$ cat src/rtl/morse_key_decoder.sv
// Morse key decoder: synchronizes and debounces a raw key, classifies each press
// as dot or dash, and turns a completed element sequence into an ASCII code.
module morse_key_decoder #(
    parameter int UNIT_CYCLES     = 5_000_000,
    parameter int DEBOUNCE_CYCLES = 1_000_000,
    parameter int MAX_ELEMS       = 5
) (
    input  logic       clk,
    input  logic       rst,
    input  logic       key,
    output logic [7:0] code,
    output logic       flag,
    output logic       err,
    output logic       busy
);
    localparam int CW = $clog2(3 * UNIT_CYCLES + 1);
    localparam int DW = $clog2(DEBOUNCE_CYCLES + 1);
    localparam logic [CW-1:0] DASH_MIN = CW'(2 * UNIT_CYCLES);
    localparam logic [CW-1:0] GAP_END  = CW'(3 * UNIT_CYCLES);
    localparam logic [DW-1:0] DB_LAST  = DW'(DEBOUNCE_CYCLES - 1);
    localparam logic [2:0]    NEL_MAX  = 3'(MAX_ELEMS);

    typedef enum logic [1:0] {IDLE, PRESS, GAP, EMIT} state_t;

    state_t          state_q;
    logic            key_s1_q, key_s2_q, kd_q;
    logic [DW-1:0]   db_cnt_q;
    logic [CW-1:0]   len_q, gap_q;
    logic [4:0]      pat_q;
    logic [2:0]      nel_q;
    logic            ovf_q;
    logic [7:0]      code_q;
    logic            flag_q, err_q, busy_q;
    logic [8:0]      lut;

    assign code = code_q;
    assign flag = flag_q;
    assign err  = err_q;
    assign busy = busy_q;

    // Key is {nel, pat}; pat holds the first element in bit 0, 1 = dash.
    function automatic logic [8:0] decode(input logic [7:0] k);
        case (k)
            {3'd1, 5'b00000}: decode = {1'b1, "E"};
            {3'd1, 5'b00001}: decode = {1'b1, "T"};
            {3'd2, 5'b00010}: decode = {1'b1, "A"};
            {3'd2, 5'b00000}: decode = {1'b1, "I"};
            {3'd2, 5'b00011}: decode = {1'b1, "M"};
            {3'd2, 5'b00001}: decode = {1'b1, "N"};
            {3'd3, 5'b00001}: decode = {1'b1, "D"};
            {3'd3, 5'b00011}: decode = {1'b1, "G"};
            {3'd3, 5'b00101}: decode = {1'b1, "K"};
            {3'd3, 5'b00111}: decode = {1'b1, "O"};
            {3'd3, 5'b00010}: decode = {1'b1, "R"};
            {3'd3, 5'b00000}: decode = {1'b1, "S"};
            {3'd3, 5'b00100}: decode = {1'b1, "U"};
            {3'd3, 5'b00110}: decode = {1'b1, "W"};
            {3'd4, 5'b00001}: decode = {1'b1, "B"};
            {3'd4, 5'b00101}: decode = {1'b1, "C"};
            {3'd4, 5'b00100}: decode = {1'b1, "F"};
            {3'd4, 5'b00000}: decode = {1'b1, "H"};
            {3'd4, 5'b01110}: decode = {1'b1, "J"};
            {3'd4, 5'b00010}: decode = {1'b1, "L"};
            {3'd4, 5'b00110}: decode = {1'b1, "P"};
            {3'd4, 5'b01011}: decode = {1'b1, "Q"};
            {3'd4, 5'b01000}: decode = {1'b1, "V"};
            {3'd4, 5'b01001}: decode = {1'b1, "X"};
            {3'd4, 5'b01101}: decode = {1'b1, "Y"};
            {3'd4, 5'b00011}: decode = {1'b1, "Z"};
            {3'd5, 5'b11111}: decode = {1'b1, "0"};
            {3'd5, 5'b11110}: decode = {1'b1, "1"};
            {3'd5, 5'b11100}: decode = {1'b1, "2"};
            {3'd5, 5'b11000}: decode = {1'b1, "3"};
            {3'd5, 5'b10000}: decode = {1'b1, "4"};
            {3'd5, 5'b00000}: decode = {1'b1, "5"};
            {3'd5, 5'b00001}: decode = {1'b1, "6"};
            {3'd5, 5'b00011}: decode = {1'b1, "7"};
            {3'd5, 5'b00111}: decode = {1'b1, "8"};
            {3'd5, 5'b01111}: decode = {1'b1, "9"};
            default:          decode = 9'h0FF;
        endcase
    endfunction

    always_comb lut = decode({nel_q, pat_q});

    // kd only flips after the synchronized key disagrees for DEBOUNCE_CYCLES straight clocks.
    always_ff @(posedge clk or negedge rst) begin
        if (!rst) begin
            key_s1_q <= 1'b0;
            key_s2_q <= 1'b0;
            kd_q     <= 1'b0;
            db_cnt_q <= '0;
        end else begin
            key_s1_q <= key;
            key_s2_q <= key_s1_q;
            if (key_s2_q != kd_q) begin
                if (db_cnt_q == DB_LAST) begin
                    kd_q     <= key_s2_q;
                    db_cnt_q <= '0;
                end else begin
                    db_cnt_q <= db_cnt_q + 1'b1;
                end
            end else begin
                db_cnt_q <= '0;
            end
        end
    end

    always_ff @(posedge clk or negedge rst) begin
        if (!rst) begin
            state_q <= IDLE;
            len_q   <= '0;
            gap_q   <= '0;
            pat_q   <= '0;
            nel_q   <= '0;
            ovf_q   <= 1'b0;
            code_q  <= 8'hFF;
            flag_q  <= 1'b0;
            err_q   <= 1'b0;
            busy_q  <= 1'b0;
        end else begin
            flag_q <= 1'b0;
            err_q  <= 1'b0;
            if (kd_q) len_q <= (len_q == GAP_END) ? len_q : len_q + 1'b1;
            else      len_q <= '0;
            case (state_q)
                IDLE: if (kd_q) begin
                    state_q <= PRESS;
                    busy_q  <= 1'b1;
                end
                PRESS: if (!kd_q) begin
                    if (nel_q == NEL_MAX) begin
                        ovf_q <= 1'b1;
                    end else begin
                        pat_q[nel_q] <= (len_q >= DASH_MIN);
                        nel_q        <= nel_q + 1'b1;
                    end
                    gap_q   <= CW'(1);
                    state_q <= GAP;
                end
                // End of letter gap beats a simultaneous re-press.
                GAP: if (gap_q == GAP_END) begin
                    state_q <= EMIT;
                    if (!ovf_q && lut[8]) begin
                        code_q <= lut[7:0];
                        flag_q <= 1'b1;
                    end else begin
                        err_q <= 1'b1;
                    end
                end else if (kd_q) begin
                    gap_q   <= '0;
                    state_q <= PRESS;
                end else begin
                    gap_q <= gap_q + 1'b1;
                end
                EMIT: begin
                    pat_q   <= '0;
                    nel_q   <= '0;
                    ovf_q   <= 1'b0;
                    gap_q   <= '0;
                    busy_q  <= 1'b0;
                    state_q <= IDLE;
                end
                default: state_q <= IDLE;
            endcase
        end
    end
endmodule

$ cat config.mk
export PLATFORM = sky130hd
export DESIGN_NAME = morse_key_decoder
export DESIGN_NICKNAME = d
export VERILOG_FILES = /design/src/rtl/morse_key_decoder.sv
export SDC_FILE = /design/constraint.sdc
export NUM_CORES = 1
export LEC_CHECK = 0
export BUFFER_PORTS_ARGS = -buffer_cell sky130_fd_sc_hd__buf_2
export CORE_MARGIN = 4
export CORE_UTILIZATION = 60
export CTS_CLUSTER_SIZE = 28
export DETAILED_ROUTE_END_ITERATION = 6
export GPL_TIMING_DRIVEN = 0
export PLACE_DENSITY_LB_ADDON = 0.08
export SLEW_MARGIN = 10
export SYNTH_ARGS = -nofsm -noshare
export SYNTH_HDL_FRONTEND = slang
export SYNTH_SLANG_ARGS = --single-unit
$ cat constraint.sdc
create_clock -name clk -period 3.2 [get_ports clk]
set_clock_uncertainty 0.2 [all_clocks]
set_input_delay 0.32 -clock clk [delete_from_list [all_inputs] [get_ports clk]]
set_output_delay 0.32 -clock clk [all_outputs]
set_load 0.005 [all_outputs]
**After elaboration in Yosys (flattened, before gate mapping)**

Index checks and enable logic that the tools add are counted.

- Output and inout bits: 11
- Bits of input ports: 3
- Register bits after elaboration: 93
- Logic and storage cells: 117

- Equality and inequality tests: 50
- Reduce and logical (&&, ||, !) cells: 13
- Mux-type cells: 33
- $lt $le $gt $ge: 3
- $add $sub $neg: 4

Operators by type and width:

| kind | number |
|---|---|
| one-hot mux 9 bit (36 select lines) | 1 |
| equality test 8 bit (second input constant) | 22 |
| two-way mux 24 bit | 5 |
| equality test 8 x 7 -> 1 bit (second input constant) | 12 |
| one-hot mux 24 bit (3 select lines) | 1 |
| adder 24 x 1 -> 24 bit (second input constant) | 2 |
| equality test 24 bit (second input constant) | 2 |
| two-way mux 20 bit | 2 |
| >= comparator 24 bit (second input constant) | 1 |
| adder 20 x 1 -> 20 bit (second input constant) | 1 |
| equality test 20 bit (second input constant) | 1 |
| equality test 8 x 6 -> 1 bit (second input constant) | 2 |
| != test 2 bit (second input constant) | 6 |
| AND reduction 3 bit | 4 |
| two-way mux 1 bit | 10 |
| two-way mux 5 bit | 2 |
| one-hot mux 5 bit (2 select lines) | 1 |
| one-hot mux 2 bit (4 select lines) | 1 |
| two-way mux 2 bit | 3 |
| two-way mux 3 bit | 2 |
| one-hot mux 3 bit (2 select lines) | 1 |
| bitwise mux 5 bit | 1 |
| equality test 2 bit (second input constant) | 2 |
| less-than comparator 3 x 4 -> 1 bit (second input constant) | 1 |
| other kinds (13) | 17 |

**Logic depth before layout (Yosys ltp)**

- Depth in word-level cells: 8
- Mapped depth: 8
- Depth with buffers taken out: 7

**Worst setup path after synthesis**

OpenSTA, ideal clock, no wires.

- Path kind: reg2reg
- From: register nel_q[1]
- To: register code_q[0] (netlist: code[0])
- Data required time: 2.918 ns
- Cell stages (with the launch flop): 7
- Path slack: 0.976 ns
- Buffers on the path: 1
- Arrival time: 1.942 ns
- Library setup time: 0.082 ns
- Period minus slack after synthesis: 2.224 ns
- Cells stage by stage: dfrtp_1 > buf_6 > nor2b_1 > a32oi_1 > nand2_2 > o41ai_4 > mux2_4

- Longest elaborated chain between the ends: 4
- Elaborated cells on any way between the ends: 39
- Those cells by class: eq/ne (36); mux (1); reduce/logical (2)

Ends and longest elaborated chain:

| element | RTL line | RTL |
|---|---|---|
| start: declaration | 30 | `logic [2:0] nel_q;` |
| start signal: assignment | 136 | `nel_q <= nel_q + 1'b1;` |
| equality test 8 bit, or another cell as far along | 43 | `case (k)` |
| one-hot mux 9 bit (36 select lines) * | 43 |  |
| logical AND 1 bit | 144 | `if (!ovf_q && lut[8]) begin` |
| AND reduction 3 bit (no source line) | -- |  |
| end signal: assignment | 145 | `code_q <= lut[7:0];` |
| end: declaration | 32 | `logic [7:0] code_q;` |

Every way passes the cells marked *; elsewhere a longest branch is shown, timed or not.
A chain may end at the register's enable or synchronous reset.

**Worst setup path in the final report**

- From: register gap_q[12]
- To: register gap_q[12]

- Longest elaborated chain between the ends: 4
- Elaborated cells on any way between the ends: 7
- Those cells by class: add/sub (1); eq/ne (2); mux (3); reduce/logical (1)

Ends and longest elaborated chain:

| element | RTL line | RTL |
|---|---|---|
| start: declaration | 28 | `logic [CW-1:0] len_q, gap_q;` |
| start signal: assignment | 154 | `gap_q <= gap_q + 1'b1;` |
| adder 24 x 1 -> 24 bit | 154 |  |
| two-way mux 24 bit | 150 | `end else if (kd_q) begin` |
| two-way mux 24 bit | 142 | `GAP: if (gap_q == GAP_END) begin` |
| one-hot mux 24 bit (3 select lines) | 126 | `case (state_q)` |

Several ways; a longest one is shown, not always the timed one. The select of a mux whose other input is x is not followed.

==> results.md <==
* Max Slew Vio Count at 0
* Power, Total at between 2 and 2.5 mW
* Post-synth ARST share at 1.00
* Most frequent cell after synthesis: dfrtp_1
* Area growth, synth to finish at 8.27%
* Pin count of the biggest net entering global routing at 51
* Class of the worst hold path: reg2reg
* Worst R2R Start: gap_q[12]$_DFFE_PN0P_
* Die span in y at approximately 100 um
* I/O Buffers at 13
* Pre-antenna DRT Iters at 5
* Fin area at just under 6000 um^2
* Layout cells sized above 1 at 0.111
* Crit path kind: reg2reg
* HP Start: key_s1_q$_DFF_PN0_
* Hpwl dp at 8090 um
* Final Wtd Congestion at roughly 0.93
* P_leak at 2.38 nW
* I/O pin cnt at 14
* Clock Tree Root: clkbuf_8
* Final #Nets at ~630
* Placed cell area at 5660 um^2
* Mean Syn Cell Area at just over 9 um^2
* Initial Util at 0.620
* Yosys cell types at between 70 and 80
* Maximum clock rate at about 0.38 GHz
* DRT antenna net count at 0
* Pin slew with the least headroom to its limit at 0.831 ns
* Synth area leader: dfrtp_1
* Clock sinks at 93
* Share of the synthesized area in the top cell type at 0.392
* Area of the multi-input gates at roughly 2800 um^2
* CTS clk-pin slew, worst paths at ~0.10 ns
* Routed WL at approximately 11000 um
* Initial antenna violation count at 0
* Via Count at around 4400
* Via density at 6.04
* WP data arrival at about 2.7 ns
* Power per cell area at 343 nW/um^2
* CTS tree: done
* Drt drc at 0
* H-tree depth at 3
* Full die area at ~11000 um^2
* Die W at between 100 and 150 um
* Crit start category: flip-flop
* Clk buf depth at 2
* Worst setup EP type: flip-flop
* Final hold vios at 0
* Unrepaired setup endpoints after global routing: no
* Mapped Nets at about 610
* Crit. Startpoint: gap_q[12]$_DFFE_PN0P_
* Mapped Area at 5430 um^2
* DR iter-0 viols at around 220
* Max_cap viols at 0
* Register area at approximately 2300 um^2
* Crit-path max FO at 10
* Gr ovfl total at 0
* Status: completed
* Final core utilization at 0.671
* Relative slew margins at 0.438
* Vias in the first global route at approximately 4300
* Yosys reg bits at between 90 and 100
* First-pass GRT wire length at ~20000 um
* Synth Instances at between 500 and 600
* Number of flops mapped to enable cells by yosys at 0
* Main area contributors after synthesis: dfrtp_1, nor2_1, dfstp_2, xnor2_1, nand3_1
* Total GRT Usage at 0.228
* Ant diodes at 0
* Sequential fraction of the synthesis area at 0.431
* Prevailing post-synth register cell: dfrtp_1
* Final Cycle Share at 0.831
* Synth cell count leaders: dfrtp_1, nor2_1, nand2_1
* CTS Buf Count at 9
* Fill cell count at slightly above 700
* Setup TNS at 0 ns
* CP Data Required Time at roughly 3.3 ns
* Core Area at 8760 um^2
* Row count at 34
* Worst skew pair latency at between 0.3 and 0.4 ns
* Resize count post-CTS at 0
* Final setup fails at 0
* Peak VDD IR at about 0.24 mV
* Min Tclk post-route at 2.66 ns
* Routed len/inst at 15.5 um
* Synth Warn # at 0
## metal layers
layer,wire length [um],global-route usage,up-vias
met3,634,0.0372,23
met2,5300,0.361,120
met5,0,0,-
met4,245,0.0847,0
met1,5230,0.315,2110
li1,-,-,2194
## repair_timing
item,in CTS,in global routing
hold buffers,2,0
hold endpoints to repair,44,0
buffers inserted,0,0
## final timing paths
| check | endpoint | slack [ns] | cells past startpoint |
|---|---|---|---|
| worst max register to register | gap_q[12]$_DFFE_PN0P_ | 0.54 | 7 |
| worst min-delay path | key_s2_q$_DFF_PN0_ | 0.16 | 0 |
| worst max-delay path | gap_q[12]$_DFFE_PN0P_ | 0.54 | 7 |
| worst min register to register | key_s2_q$_DFF_PN0_ | 0.16 | 0 |
| max in group asynchronous | code[7]$_DFFE_PN1P_ | 1.83 | 3 |
| min in group asynchronous | pat_q[2]$_DFFE_PN0P_ | 0.30 | 2 |
## placed cells by master (no fill, tap or decap), types with 8 or more instances in the layout
cell	count
inv_1	20
a21oi_1	16
nor2b_1	8
a31oi_1	8
clkbuf_8	9
o31ai_1	15
nor4_1	11
xor2_1	19
nand2b_1	13
xnor2_1	24
nand4_1	14
dfrtp_1	85
nand2_1	37
and2_1	13
dfstp_2	8
nand3_1	35
clkbuf_1	15
nor3_1	16
nor4b_1	13
buf_2	23
nor2_1	78
o21ai_0	32
## stage by stage
| step | instances | setup slack [ns] | hold slack, ns |
|---|---|---|---|
| floorplan | 596 | 0.976 | -0.176 |
| global placement | 717 | 0.677 | 0.139 |
| detailed placement | 718 | 0.563 | 0.143 |
| CTS | 736 | 0.527 | 0.162 |
| global route | 736 | 0.389 | 0.182 |
| finish | 736 | 0.539 | 0.155 |
## cells by family after synthesis
logic type | Yosys count | synth area share
flip-flops | 93 | 0.431
AO/OA/AOI/OAI | 113 | 0.144
adder cells (fa/ha/maj) | 7 | 0.0161
multiplexers | 10 | 0.0221
AND/OR/NAND/NOR | 277 | 0.274
XOR/XNOR | 43 | 0.0694
buffers and inverters | 53 | 0.0447
## critical path, stage by stage (launching register included)
cell	delay (ns)
dfrtp_1	0.38
clkbuf_1	0.17
nor4b_1	0.39
nand4_1	0.37
o22ai_2	0.39
clkbuf_1	0.37
o21ai_0	0.17
o21ai_0	0.12
## area by class of cell
cell class	count	area share
Clock buffer	9	0.0211
Clock inverter	7	0.0128
Sequential cell	93	0.398
Multi-Input combinational cell	450	0.485
Tap cell	108	0.0230
Buffer	32	0.0279
Inverter	21	0.0134
Timing Repair Buffer	16	0.0196
## report_power, final
group	internal [mW]	switching (mW)
Clock	0.363	0.428
Sequential	1.18	0.00368
Combinational	0.0101	0.0300
## state kept, by name (all words and copies together) (netlist names)
name,cells
flag,1
err,1
key_s1_q,1
ovf_q,1
key_s2_q,1
kd_q,1
state_q,2
code,8
db_cnt_q,20
gap_q,24
nel_q,3
len_q,24
pat_q,5
busy,1
No activity file was read; power rests on OpenSTA's default activity.
